$ cat config.mk
export PLATFORM = sky130hd
export DESIGN_NAME = fetch_buffer
export DESIGN_NICKNAME = d
export VERILOG_FILES = /design/src/rtl/cpu_pkg.sv /design/src/rtl/fetch_fifo.sv /design/src/rtl/fetch_buffer.sv
export SDC_FILE = /design/constraint.sdc
export NUM_CORES = 1
export LEC_CHECK = 0
export BUFFER_PORTS_ARGS = -buffer_cell sky130_fd_sc_hd__buf_2
export CORE_ASPECT_RATIO = 1.1
export CORE_MARGIN = 4
export CORE_UTILIZATION = 50
export DETAILED_ROUTE_END_ITERATION = 12
export HOLD_SLACK_MARGIN = 0.1
export PLACE_DENSITY_LB_ADDON = 0.08
export SETUP_SLACK_MARGIN = 0.15
export SLEW_MARGIN = 20
export SYNTH_ARGS = -nofsm -noshare
export SYNTH_HDL_FRONTEND = slang
export SYNTH_SLANG_ARGS = --single-unit
$ cat constraint.sdc
create_clock -name clk -period 2.55 [get_ports clk]
set_input_delay 0.255 -clock clk [delete_from_list [all_inputs] [get_ports clk]]
set_output_delay 0.255 -clock clk [all_outputs]
set_load 0.005 [all_outputs]
$ cat src/rtl/cpu_pkg.sv
// Shared CPU front-end types and constants.
package cpu_pkg;
   localparam int XLEN    = 32;
   localparam int INSTR_W = 32;

   localparam logic [INSTR_W-1:0] NOP_INSTR    = 32'h0000_0013;
   localparam logic [XLEN-1:0]    RESET_PC_VAL = 32'h4000_0000;

   typedef struct packed {
      logic [XLEN-1:0]    pc;
      logic [INSTR_W-1:0] instr;
   } fetch_entry_t;
endpackage

$ cat src/rtl/fetch_fifo.sv
// DEPTH-entry in-order storage with wrapping pointers, occupancy count and sync flush.
module fetch_fifo #(
   parameter  int W     = 64,
   parameter  int DEPTH = 4,
   localparam int PTR_W = $clog2(DEPTH)
) (
   input  logic           clk,
   input  logic           rst_n,
   input  logic           flush,
   input  logic           wr_en,
   input  logic [W-1:0]   wr_data,
   input  logic           rd_en,
   output logic [W-1:0]   rd_data,
   output logic [PTR_W:0] count
);
   localparam logic [PTR_W:0] CNT_FULL = (PTR_W+1)'(DEPTH);

   logic [W-1:0]     mem [DEPTH];
   logic [PTR_W-1:0] wr_ptr_q, rd_ptr_q;
   logic [PTR_W:0]   count_q;

   // Storage is not reset; rd_data is masked to zero while empty instead.
   always_ff @(posedge clk)
      if (wr_en && !flush) mem[wr_ptr_q] <= wr_data;

   always_ff @(posedge clk or negedge rst_n) begin
      if (!rst_n) begin
         wr_ptr_q <= '0;
         rd_ptr_q <= '0;
         count_q  <= '0;
      end else if (flush) begin
         wr_ptr_q <= '0;
         rd_ptr_q <= '0;
         count_q  <= '0;
      end else begin
         if (wr_en) wr_ptr_q <= wr_ptr_q + PTR_W'(1);
         if (rd_en) rd_ptr_q <= rd_ptr_q + PTR_W'(1);
         case ({wr_en, rd_en})
            2'b10:   count_q <= count_q + (PTR_W+1)'(1);
            2'b01:   count_q <= count_q - (PTR_W+1)'(1);
            default: count_q <= count_q;
         endcase
      end
   end

   assign count   = count_q;
   assign rd_data = (count_q != '0) ? mem[rd_ptr_q] : '0;

`ifndef SYNTHESIS
   a_no_overflow: assert property (@(posedge clk) disable iff (!rst_n)
      !(wr_en && !rd_en && count_q == CNT_FULL));
   a_no_underflow: assert property (@(posedge clk) disable iff (!rst_n)
      !(rd_en && count_q == '0));
`endif
endmodule

$ cat src/rtl/fetch_buffer.sv
// Pairs each accepted fetch PC with next-cycle imem data and queues the result toward ID.
module fetch_buffer
   import cpu_pkg::*;
#(
   parameter  int AWIDTH = XLEN,
   parameter  int DWIDTH = INSTR_W,
   parameter  int DEPTH  = 4,
   localparam int PTR_W  = $clog2(DEPTH)
) (
   input  logic              clk,
   input  logic              rst_n,
   input  logic              req_valid_in,
   input  logic [AWIDTH-1:0] pc_in,
   output logic              stall_out,
   input  logic [DWIDTH-1:0] imem_rdata_in,
   input  logic              flush_in,
   output logic              id_valid_out,
   input  logic              id_ready_in,
   output logic [AWIDTH-1:0] id_pc_out,
   output logic [DWIDTH-1:0] id_instr_out
);
   localparam int W = AWIDTH + DWIDTH;

   logic              inflight_q;
   logic [AWIDTH-1:0] pc_q;
   logic              acc, enq, deq;
   logic [PTR_W:0]    count;
   logic [PTR_W+1:0]  occ;
   logic [W-1:0]      head;

   // Occupancy counts the outstanding imem response so an enqueue never meets a full queue.
   assign occ          = {1'b0, count} + (PTR_W+2)'(inflight_q);
   assign stall_out    = occ >= (PTR_W+2)'(DEPTH);
   assign acc          = req_valid_in & ~stall_out & ~flush_in;
   assign enq          = inflight_q & ~flush_in;
   assign id_valid_out = (count != '0) & ~flush_in;
   assign deq          = id_valid_out & id_ready_in;

   always_ff @(posedge clk or negedge rst_n) begin
      if (!rst_n) begin
         inflight_q <= 1'b0;
         pc_q       <= '0;
      end else begin
         inflight_q <= acc;
         if (acc) pc_q <= pc_in;
      end
   end

   fetch_fifo #(.W(W), .DEPTH(DEPTH)) u_fifo (
      .clk     (clk),
      .rst_n   (rst_n),
      .flush   (flush_in),
      .wr_en   (enq),
      .wr_data ({pc_q, imem_rdata_in}),
      .rd_en   (deq),
      .rd_data (head),
      .count   (count)
   );

   assign id_pc_out    = head[W-1:DWIDTH];
   assign id_instr_out = head[DWIDTH-1:0];
endmodule

# Word-level counts from Yosys, hierarchy flattened
# Memories as Yosys holds them, arrays and structs flattened.
# Cells that the tools add are included.
totals:
  rom_bits: 0
  regBits: 40
  ramBits: 256
  input_bits: 69
  wordCells: 36
  latchBits: 0
  output_inout_bits: 66
  n_memories: 1
classes:
  addsub: 5
  n_mux: 9
  reduce_logical: 6
  magnitude_cmp: 1
  multipliers: 0
  div: 0
  shifts: 0
  eq_ne: 2
  bitwise_logic: 7
memory_table:
  columns: ["name", "words", "word_bits", "read_ports", "rd_clocked_by_memory_dff", "write_ports", "line", "text"]
  rows:
  - ["u_fifo.mem", 4, 64, 1, 0, 1, "fetch_fifo.sv:18", "logic [W-1:0] mem [DEPTH];"]
ops:
  columns: ["operator", "n"]
  rows:
  - ["$mux W64", 1]
  - ["$mux W2", 4]
  - ["$pmux W3 S2", 1]
  - ["$reduce_bool A3 Y1", 2]
  - ["$and A1 B1 Y1", 5]
  - ["$add A2 B1 Y2 const B", 2]
  - ["$add A3 B1 Y4", 1]
  - ["$ge A4 B3 Y1 const B", 1]
  - ["$reduce_bool A2 Y1", 2]
  - ["$add A3 B1 Y3 const B", 1]
  - ["$mux W3", 1]
  - ["$sub A3 B1 Y3 const B", 1]
  - ["$eq A2 B1 Y1 const B", 1]
  - ["$eq A2 B2 Y1 const B", 1]
  - ["$mux W1", 2]
  - ["$not A1 Y1", 2]
  - ["$logic_and A1 B1 Y1", 1]
  - ["$logic_not A1 Y1", 1]

# Longest topological paths before layout
logic_depth:
  ltp_word: 6
  ltp_mapped: 6
  ltp_nobuf: 6

# By module
# From an unflattened synthesis, not the netlist that was laid out.
unflattened:
  hier_cells: 523
  hier_area_um2: 11478.5
modules_own_cells:
  columns: ["mod", "instances", "area_per_inst_um2", "cells_per_inst", "seq_area_each_um2"]
  rows:
  - ["fetch_fifo", 1, 10089.7, 446, 7862.5]
  - ["fetch_buffer", 1, 1388.8, 77, 825.8]

# Worst setup path before layout
# No wires, ideal clock.
synth_timing:
  path_type: "reg2reg"
  start: "register inflight_q"
  end: "memory u_fifo.mem[0][0] (enable)"
  period_less_slack_ns: 2.722
  slack_ns: -0.172
  arrival_ns: 2.293
  required_ns: 2.121
  stages_incl_launch_ff: 4
  n_path_buf: 1
  setup_ns: 0.429
  cell_sequence: "dfrtp_1 buf_2 nor2b_1 and2_1"
synth_via:
  elab_chain_len: 4
synth_rtl:
  columns: ["element", "line", "text"]
  rows:
  - ["start: declaration", "fetch_buffer.sv:24", "logic inflight_q;"]
  - ["start signal: assignment", "fetch_buffer.sv:41", "inflight_q <= 1'b0;"]
  - ["start signal: assignment", "fetch_buffer.sv:44", "inflight_q <= acc;"]
  - ["$and A1 B1 Y1", "fetch_buffer.sv:35", "assign enq = inflight_q & ~flush_in;"]
  - ["$logic_and A1 B1 Y1", "fetch_fifo.sv:24", "if (wr_en && !flush) mem[wr_ptr_q] <= wr_data;"]
  - ["$mux W1", "fetch_fifo.sv:24", null]
  - ["$mux W1 (implied by the code)", "fetch_fifo.sv:24", null]
  - ["end: declaration", "fetch_fifo.sv:18", null]
# Every way passes these cells.

# Worst setup path in the final report
layout_timing:
  start: "register u_fifo.rd_ptr_q[0]"
  end: "output id_instr_out[13]"
layout_via:
  elab_chain_len: 2
layout_rtl:
  columns: ["element", "line", "text"]
  rows:
  - ["start: declaration", "fetch_fifo.sv:19", "logic [PTR_W-1:0] wr_ptr_q, rd_ptr_q;"]
  - ["start signal: assignment", "fetch_fifo.sv:37", "if (rd_en) rd_ptr_q <= rd_ptr_q + PTR_W'(1);"]
  - ["$mem_v2 Z4 W64", null, null]
  - ["$mux W64", "fetch_fifo.sv:47", "assign rd_data = (count_q != '0) ? mem[rd_ptr_q] : '0;"]
  - ["end: declaration", "fetch_buffer.sv:20", "output logic [DWIDTH-1:0] id_instr_out"]
# Every way passes these cells.

==> impl_metrics.yaml <==
placed_design:
  dp_cells: 948
  port_buffers: 134
  postPlaceCellArea_mm2: 0.01269
  hpwl_um: 12770
  gp_congestion: 0.7244
  place_ws_ns: 0.4459
worst_hold_path:
  hold_class: "primary input to register"
  holdPathStages: 3
worst_setup_path:
  cp_max_fo: 10
  path_class: "register to output port"
  required_ns: 2.30
  cp-end-kind: "output port"
  worstSetupStartpointType: "register"
  reg2reg_depth: 6
  path_cells: "buf_12 -> clkbuf_16 -> mux4_2 -> nor2b_1 -> buf_2"
  critPathMaxStageDelay_ns: 0.50
  crit_slowest_cell: "mux4_2"
  crit_arrival_ns: 2.10
synth:
  yosysWarnings: 0
  synth.yosys.seq_area_share_pct: 75.49
  netlist_area_mm2: 0.01151
  synth_seq_cells: 296
  synth.area.top_cells: "edfxtp_1 67%, mux4_2 13%, dfrtp_1 8.7%"
  synth_top_area_share_pct: 66.80
  syn_nets: 599
  yosysTopAreaCell: "edfxtp_1"
  syn_inst: 525
  syn_avg_cell_area_um2: 21.92
  ys_types: 30
clock_tree:
  cts_sinks: 296
  cts_tree: "built"
  cts_buffers: 29
  clock_latency_ns: 0.52
  cts_root_buffer: "clkbuf_16"
  clk_pin_slew_ns: 0.06
  ctsLongestPathBuffers: 3
  h-tree-depth: 1
grt:
  grt_usage_pct: 17.00
  grt_first_pass_wirelength_um: 34530
  gr-total-overflow: 0
  grt_pass1_vias: 6227
  grt_max_degree: 40
  antenna_found_initial: 2
drt:
  first_iter_violations: 346
  wl_per_cell_um: 20.91
  drc_errors: 0
  wl_um: 22560
  vias: 5684
  dr.pass1.iters: 4
  final_antenna_net_count: 0
  viasPerCell: 5.268
pwr:
  total_power_mw: 13.96
  leakagePower_nw: 5.280
  p_per_area_mw_per_mm2: 958.9
  ir_worst_vdd_v: 0.0005562
cells_and_area:
  ff_latch_area_mm2: 0.008696
  fillers: 1580
  final_util_pct: 64.98
  num_antenna_cells: 0
  stdcell_area_mm2: 0.01455
  multiInputGateArea_mm2: 0.002650
  area_growth_pct: 26.45
  stdcell_count: 1079
  drive_gt1_share_pct: 39.67
  layout.nets: 836
timing:
  fin_hold_ws_ns: 0.1291
  slew_violations: 0
  setup-violations-final: 0
  fin_skew_ns: 0.01166
  hold_viol: 0
  period_minus_slack_ns: 2.350
  setup_ws_ns: 0.1996
  worstMarginPinSlew_ns: 0.4617
  fmax_mhz: 425.5
  finalCritPeriodShare_pct: 92.17
  rsz0062_at_grt: "yes"
  tns_ns: 0
  relSlewSlack_pct: 69.22
outcome:
  status: "completed"
die:
  rows: 57
  die_h_um: 167.1
  ios: 135
  dieArea_mm2: 0.02551
  start_util_pct: 51.39
  die_w_um: 152.7
  core_area_mm2: 0.02239
flow_run:
  drv_cap: 0
-- final cells by class --
| type | count | area share, % |
|---|---|---|
| multi-input combinational | 198 | 18.21 |
| tap | 295 | 2.536 |
| sequential | 296 | 59.75 |
| clock inverter | 15 | 1.522 |
| inverter | 5 | 0.1290 |
| timing repair buffer | 232 | 12.63 |
| clock buffer | 38 | 5.219 |
-- sequential cells by signal, indices dropped and copies added, names as in the netlist --
name / flops
inflight_q: 1
pc_q: 32
u_fifo.count: 3
u_fifo.mem: 256
u_fifo.rd_ptr_q: 2
u_fifo.wr_ptr_q: 2
-- synthesized netlist by cell type --
cell,instances
mux4_2,64
buf_2,10
inv_1,5
o41ai_1,1
o311a_1,1
o311ai_0,1
fa_1,1
nand3b_4,1
mux2i_1,1
a32oi_1,1
xnor2_1,4
buf_4,1
buf_6,7
nor3_1,3
and3_1,1
edfxtp_1,256
nor2b_1,65
clkbuf_1,8
mux2_2,3
o21ai_0,1
mux2_4,29
and3b_1,2
a31o_2,1
ha_1,4
nor2_1,6
nor3b_1,1
dfrtp_1,40
o31ai_4,1
and2_1,4
xor2_1,2
-- layer usage --
metal / share of wire, % / wire length [um] / GRT usage [%]
met1: 43 / 9662 / 23.46
met2: 51 / 11480 / 28.80
met3: 4.7 / 1061 / 3.098
met4: 1.5 / 341 / 3.797
met5: 0.089 / 20 / 0
-- where the power goes --
part | internal, mW | total [mW] | switching [mW] | leakage, nW
Clock | 2.69 | 4.35 | 1.66 | 0.473
Combinational | 1.95 | 3.52 | 1.57 | 2.02
Sequential | 5.77 | 6.08 | 0.310 | 2.79
Total | 10.4 | 14.0 | 3.54 | 5.28
-- critical path, delay by kind of cell (launching register included) --
| family | cells | cell delay (ns) |
|---|---|---|
| flops | 1 | 0.47 |
| mux | 1 | 0.50 |
| buf+inv | 3 | 0.47 |
| simple gates | 1 | 0.14 |
-- worst paths after layout --
| path | startpoint | to | slack (ns) |
|---|---|---|---|
| min in group asynchronous | rst_n | pc_q[9] | 0.21 |
| worst max-delay path | u_fifo.rd_ptr_q[0] | id_instr_out[13] | 0.20 |
| worst min-delay path | id_ready_in | u_fifo.count[1] | 0.13 |
| worst min register to register | pc_q[29] | u_fifo.mem[1][61] | 0.52 |
| max in group asynchronous | rst_n | pc_q[0] | 1.75 |
| worst max register to register | u_fifo.count[1] | u_fifo.count[1] | 0.37 |
-- what timing repair did --
item,in CTS,in global routing
hold endpoints to repair,193,0
hold buffers,66,0
resized for setup,2,2
endpoints found under the setup margin,43,45
setup buffers,0,5
cloned,1,6
-- cells in the final DEF (no fill, tap or decap), drive strengths merged, types with 2 or more instances in the layout --
cell           n
and2           4
and3b          2
buf          162
bufinv         6
clkbuf        42
clkinv         8
dfrtp         40
dlygate4sd3   66
edfxtp       256
ha             4
inv            5
mux2          32
mux4          64
nor2           6
nor2b         65
nor3           3
xnor2          4
xor2           2
-- kinds of logic after synthesis --
group	Yosys count	synth area share [%]
flops	296	75.49
mux	97	16.69
simple gates	83	4.523
buf+inv	31	1.609
compound gates	7	0.6197
xor+xnor	6	0.4566
fa+ha+maj	5	0.6089
Note: power is estimated with default switching activity, not from simulation.
